$ cat src/rtl/piso_serializer.sv
// Parallel-in, serial-out serializer feeding a serial shift register.
// A word is accepted over a valid/ready handshake and then emitted one bit
// per clock on s_out. Back-to-back words stream without an idle bit, and
// shift_en stalls the stream without losing data.
module piso_serializer #(
    parameter int WIDTH     = 8,
    parameter bit MSB_FIRST = 1'b1
) (
    input  logic             clk,
    input  logic             reset,
    input  logic [WIDTH-1:0] p_data,
    input  logic             p_valid,
    output logic             p_ready,
    input  logic             shift_en,
    output logic             s_out,
    output logic             s_valid,
    output logic             s_last,
    output logic             busy
);

    localparam int CNT_W = $clog2(WIDTH);
    localparam logic [CNT_W-1:0] LAST_IDX = CNT_W'(WIDTH - 1);
    localparam logic [CNT_W-1:0] PENULT_IDX = CNT_W'(WIDTH - 2);

    typedef enum logic {
        IDLE,
        SHIFT
    } state_t;

    state_t state;
    state_t next_state;

    logic [CNT_W-1:0] cnt;
    logic [WIDTH-1:0] shreg;

    logic             at_last;
    logic             handshake;
    logic             first_bit;
    logic             next_bit;
    logic [WIDTH-1:0] load_rem;
    logic [WIDTH-1:0] shift_rem;

    // The last-bit slot is the only point in SHIFT where a new word may be
    // taken, so the following word lands with no bubble on s_out.
    assign at_last   = (state == SHIFT) && (cnt == LAST_IDX);
    assign p_ready   = reset && ((state == IDLE) || (at_last && shift_en));
    assign handshake = p_valid && p_ready;
    assign busy      = (state == SHIFT);

    // Bit selection: the shift register holds the bits still to be shown,
    // already positioned so the next one is always at the outgoing end.
    always_comb begin
        first_bit = p_data[0];
        next_bit  = shreg[0];
        load_rem  = {1'b0, p_data[WIDTH-1:1]};
        shift_rem = {1'b0, shreg[WIDTH-1:1]};
        if (MSB_FIRST) begin
            first_bit = p_data[WIDTH-1];
            next_bit  = shreg[WIDTH-1];
            load_rem  = {p_data[WIDTH-2:0], 1'b0};
            shift_rem = {shreg[WIDTH-2:0], 1'b0};
        end
    end

    // Next-state logic: a handshake starts or continues a word; running out
    // of bits with nothing offered returns to IDLE.
    always_comb begin
        next_state = state;
        case (state)
            IDLE: begin
                if (handshake) begin
                    next_state = SHIFT;
                end
            end
            SHIFT: begin
                if (at_last && shift_en && !handshake) begin
                    next_state = IDLE;
                end
            end
            default: next_state = IDLE;
        endcase
    end

    // State register.
    always_ff @(posedge clk or negedge reset) begin
        if (!reset) begin
            state <= IDLE;
        end else begin
            state <= next_state;
        end
    end

    // Datapath: load on handshake, advance one bit per enabled cycle, clear
    // the serial outputs when a word ends with no successor.
    always_ff @(posedge clk or negedge reset) begin
        if (!reset) begin
            shreg   <= '0;
            cnt     <= '0;
            s_out   <= 1'b0;
            s_valid <= 1'b0;
            s_last  <= 1'b0;
        end else if (handshake) begin
            shreg   <= load_rem;
            cnt     <= '0;
            s_out   <= first_bit;
            s_valid <= 1'b1;
            s_last  <= 1'b0;
        end else if ((state == SHIFT) && shift_en) begin
            if (at_last) begin
                shreg   <= '0;
                cnt     <= '0;
                s_out   <= 1'b0;
                s_valid <= 1'b0;
                s_last  <= 1'b0;
            end else begin
                shreg  <= shift_rem;
                cnt    <= cnt + CNT_W'(1);
                s_out  <= next_bit;
                s_last <= (cnt == PENULT_IDX);
            end
        end
    end

endmodule

$ cat config.mk
export PLATFORM = sky130hd
export DESIGN_NAME = piso_serializer
export DESIGN_NICKNAME = d
export VERILOG_FILES = /design/src/rtl/piso_serializer.sv
export SDC_FILE = /design/constraint.sdc
export NUM_CORES = 1
export LEC_CHECK = 0
export ABC_AREA = 1
export CORE_UTILIZATION = 49
export CTS_BUF_LIST = sky130_fd_sc_hd__clkbuf_8 sky130_fd_sc_hd__clkbuf_16
export CTS_CLUSTER_DIAMETER = 50
export DETAILED_ROUTE_END_ITERATION = 10
export PLACE_DENSITY = 0.86
export REMOVE_ABC_BUFFERS = 1
export SYNTH_ARGS = -nofsm -noshare
export SYNTH_HDL_FRONTEND = slang
export SYNTH_SLANG_ARGS = --single-unit
export TNS_END_PERCENT = 10
$ cat constraint.sdc
create_clock -name clk -period 2 [get_ports clk]
set_input_delay 0.2 -clock clk [delete_from_list [all_inputs] [get_ports clk]]
set_output_delay 0.2 -clock clk [all_outputs]
set_load 0.005 [all_outputs]
-- Yosys cells after proc, flatten, opt, wreduce, memory -nomap -nowiden
Cells that the tools add are included.
- mux-type cells: 18
- reduce and logical (&&, ||, !) cells: 11
- eq/ne operators: 2
- add/sub/neg operators: 1
- bitwise gates (word level): 1
- operator list (operator ; number):
    $mux 8 ; 3
    $mux 1 ; 11
    $mux 3 ; 3
    $eq 3x3->1 const B ; 2
    $logic_and 1x1->1 ; 6
    $reduce_bool 2->1 ; 2
    $add 3x1->3 const B ; 1
    $pmux 1 s2 ; 1
    $reduce_and 2->1 ; 1
    $logic_not 1->1 ; 1
    $logic_or 1x1->1 ; 1
    $not 1->1 ; 1
- output and inout bits: 5
- flip-flop bits (word level): 15

-- Depth between registers and ports, before layout
- depth in word-level cells: 10
- mapped depth: 9

-- Worst setup path after synthesis
No wires, ideal clock.
- path kind: register -> register
- from: register cnt[1]
- to: register s_out
- cell stages (with the launch flop): 10
- required time: 1.883 ns
- period minus slack after synthesis: 1.390 ns
- arrival: 1.274 ns
- setup time: 0.117 ns
- setup slack: 0.610 ns
- cells stage by stage: dfrtp_1 ha_1 ha_1 nand2_2 nand2_4 nand3_4 buf_6 o21ai_2 nand2_1 nand2_1
- longest elaborated chain between the ends: 7
- ends and longest elaborated chain (element ; RTL line ; source):
    from (decl) ; 33 ; logic [CNT_W-1:0] cnt;
    from (signal assigned) ; 117 ; cnt <= cnt + CNT_W'(1);
    $eq 3x3->1 * ; 45 ; assign at_last = (state == SHIFT) && (cnt == LAST_IDX);
    $logic_and 1x1->1 * ; 45 ;
    $logic_and 1x1->1 ; 46 ; assign p_ready = reset && ((state == IDLE) || (at_last && shift_en));
    $logic_or 1x1->1 ; 46 ;
    $logic_and 1x1->1 ; 46 ;
    $logic_and 1x1->1 ; 47 ; assign handshake = p_valid && p_ready;
    $mux 1 / $reduce_bool 2->1 (equally long branches) ; -- ;
    to (signal assigned) ; 105 ; s_out <= first_bit;
    to (signal assigned) ; 118 ; s_out <= next_bit;
    to (decl) ; 15 ; output logic s_out,
Mark *: on every way between the ends. The rest lies on a longest branch, timed or not. The select of a mux whose other input is x is not followed.
A chain may end at the register's enable or synchronous reset.

-- Final worst setup path
- from: register cnt[0]
- to: output p_ready
- longest elaborated chain between the ends: 5
- ends and longest elaborated chain (element ; RTL line ; source):
    $eq 3x3->1 ; 45 ;
    $logic_and 1x1->1 ; 45 ;
    $logic_and 1x1->1 ; 46 ;
    $logic_or 1x1->1 ; 46 ;
    $logic_and 1x1->1 ; 46 ;
    to (decl) ; 13 ; output logic p_ready,
Every way passes these cells.

==> flow_summary.ini <==
[clocking]
cts_sinks = 14
cts_buffer_depth = 2
root_buffer = clkbuf_8
clk_pin_slew_ns = 0.06
cts_buffers = 3
tritoncts = built
ctsHtreeMaxLevel = 1
clk_latency_ns = 0.25
hold_buffers = 0

[logic_synthesis]
syn_area_per_cell_sq_um = 8.15
synth_common_cells = nand2_1, dfrtp_1, nand3_1
syn_area_sq_um = 831
synth_edf_count = 0
synthCells = 102
yosysTopAreaCell = dfrtp_1
yosys-top-cells-area = dfrtp_1, nand2_1, nand3_1, o21ai_2, inv_1
synth_cell_types = 18
yosys_warnings = 0
synthArstFlopShare_pct = 100
yosysMostFrequentCell = nand2_1
ys_seq_elements = 14
synth_flop_cell = dfrtp_1
ys_seq_area_share_pct = 42.2
synth_top_area_share_pct = 42.2

[detailed_routing]
drt_iter0_markers = 19
wire_per_inst_um = 12.6
vias = 721
avgViaCountPerCell = 5.30
dr.pass1.iters = 4
routed_wl_um = 1720
drc = 0
ant_nets = 0

[power_and_ir_drop]
p_total_mw = 1.29
power.internal_mw = 0.825
p_sw_share_pct = 35.9
p_per_area_nw_per_um2 = 1210
p_clk_share_pct = 21.5
switchingPower_mw = 0.463
pwr-share-seq_pct = 37.9
power_frac_comb_pct = 40.7
p_leak_nw = 0.564
max-vdd-ir-drop_v = 0.000809

[setup_path]
rr_worst_depth = 7
path_class = register to primary output
critPathMaxStageDelay_ns = 0.35
arrival_ns = 1.36
required_ns = 1.80
endpoint_kind = primary output
crit_slowest_cell = dfrtp_1
worst-path-max-fanout = 3
crit_top_cell = ha_2
r2r_start = cnt[0]
startpoint = cnt[0]
path_cells = ha_2 > ha_2 > nand2_2 > a21boi_4 > dlymetal6s2s_1
start_kind = register

[die]
die_y_um = 43.2
ios = 17
start_util_pct = 53.9
core_sq_um = 1540
fp.dieW_um = 43.2
num_rows = 14
dieArea_sq_um = 1860

[sta]
worst_pin_slew_ns = 0.394
maxSlewViolCount = 0
rsz0062_at_grt = no
hold_viol_final = 0
finalSetupViolations = 0
setup_slack_ns = 0.438
layout_min_cycle_time_ns = 1.56
tns_ns = 0
max_slew_margin_pct = 73.7
min_period_over_period_pct = 78.1
timing.fmax_mhz = 640
fin_skew_ns = 0.00150

[finish]
syn2layout_area_growth_pct = 28.5
nets = 136
finalCoreUtilization_pct = 69.2
antennaDiodeCount = 0
drive_gt1_share_pct = 18.3

[place]
dpl_worst_slack_ns = 0.219
io_buffers = 16
dpl.hpwl_um = 1180
place.gp.congestion = 0.780

[global_route]
grt_pass1_vias = 683
grt_overflow = 0
grt_first_pass_wirelength_um = 2810
grt_max_degree = 22
antenna_found_initial = 0
grt_use_total_pct = 20.6

[job]
max_cap_violations = 0

[outcome]
outcome = completed

[min_path]
worstHoldPathType = input port to asynchronous set/reset pin
[cells in the final DEF (no fill, tap or decap)]
cell type	netlist	final
nand3_4	1	1
ha_1	3	1
nand3_1	13	13
clkbuf_8	0	4
inv_2	1	1
a21boi_4	0	1
dfrtp_1	14	14
o21ai_1	3	3
ha_2	0	2
inv_1	11	11
nand2_2	2	2
buf_4	2	4
o21ai_2	5	5
nand2_4	1	1
o211ai_2	1	1
dlymetal6s2s_1	0	1
nand4_1	6	6
nor2_1	1	1
nand2_1	33	33
clkdlybuf4s50_1	0	15
[final timing paths]
check | endpoint | slack (ns)
max in group asynchronous | cnt[1] | 1.45
min in group clk | shreg[6] | 0.51
min reg2reg | shreg[6] | 0.51
min | s_last | 0.34
max reg2reg | shreg[4] | 0.46
max | p_ready | 0.44
[worst max-delay path, delay by kind of cell, from the launching register on]
family                   cells  cell delay [ns]
adder cells (fa/ha/maj)      2             0.37
AO/OA/AOI/OAI                1             0.16
buffers and inverters        1             0.14
AND/OR/NAND/NOR              1             0.10
flip-flops                   1             0.35
[state kept, by name, indices dropped and copies added, names as in the netlist]
signal	flops
busy	1
s_last	1
shreg	7
s_valid	1
cnt	3
s_out	1
[layout make-up]
type	instances	area (sq um)
timing repair buffer	20	193
clock buffer	4	55.1
sequential	14	350
fill	125	474
multi-input combinational	70	404
inverter	12	45.0
tap	16	20.0
[power by group through the flow]
stage,registers (mW),logic [mW],clock network (mW)
final,0.488,0.524,0.277
after global routing,0.500,0.595,0.293
after CTS,0.489,0.502,0.276
after detailed placement,0.492,0.491,0
after global placement,0.481,0.471,0
after floorplan,0.477,0.317,0
[routing by layer]
metal | wire, um | GRT usage (%)
met1 | 756 | 24.5
met5 | 0 | 0
met2 | 875 | 34.6
met3 | 56 | 3.83
met4 | 31 | 10.9
[stage by stage]
step / hold WS, ns / area [sq um] / cells
2_1_floorplan: -0.0956 / 783 / 96
3_3_place_gp: 0.485 / 978 / 130
3_5_place_dp: 0.507 / 978 / 130
4_1_cts: 0.337 / 1040 / 134
5_1_grt: 0.355 / 1070 / 136
6_report: 0.339 / 1070 / 136
[timing repair]
action,CTS,global route
endpoints found under the setup margin,1,1
pin swaps,0,1
setup buffers,0,2
gates resized for setup,1,4
[cells by family after synthesis]
| logic type | after synthesis | synth area share [%] |
|---|---|---|
| AND/OR/NAND/NOR | 57 | 32.7 |
| flip-flops | 14 | 42.2 |
| buffers and inverters | 18 | 11.1 |
| AO/OA/AOI/OAI | 10 | 9.49 |
| adder cells (fa/ha/maj) | 3 | 4.52 |
Power figures use the tool's default switching activity.
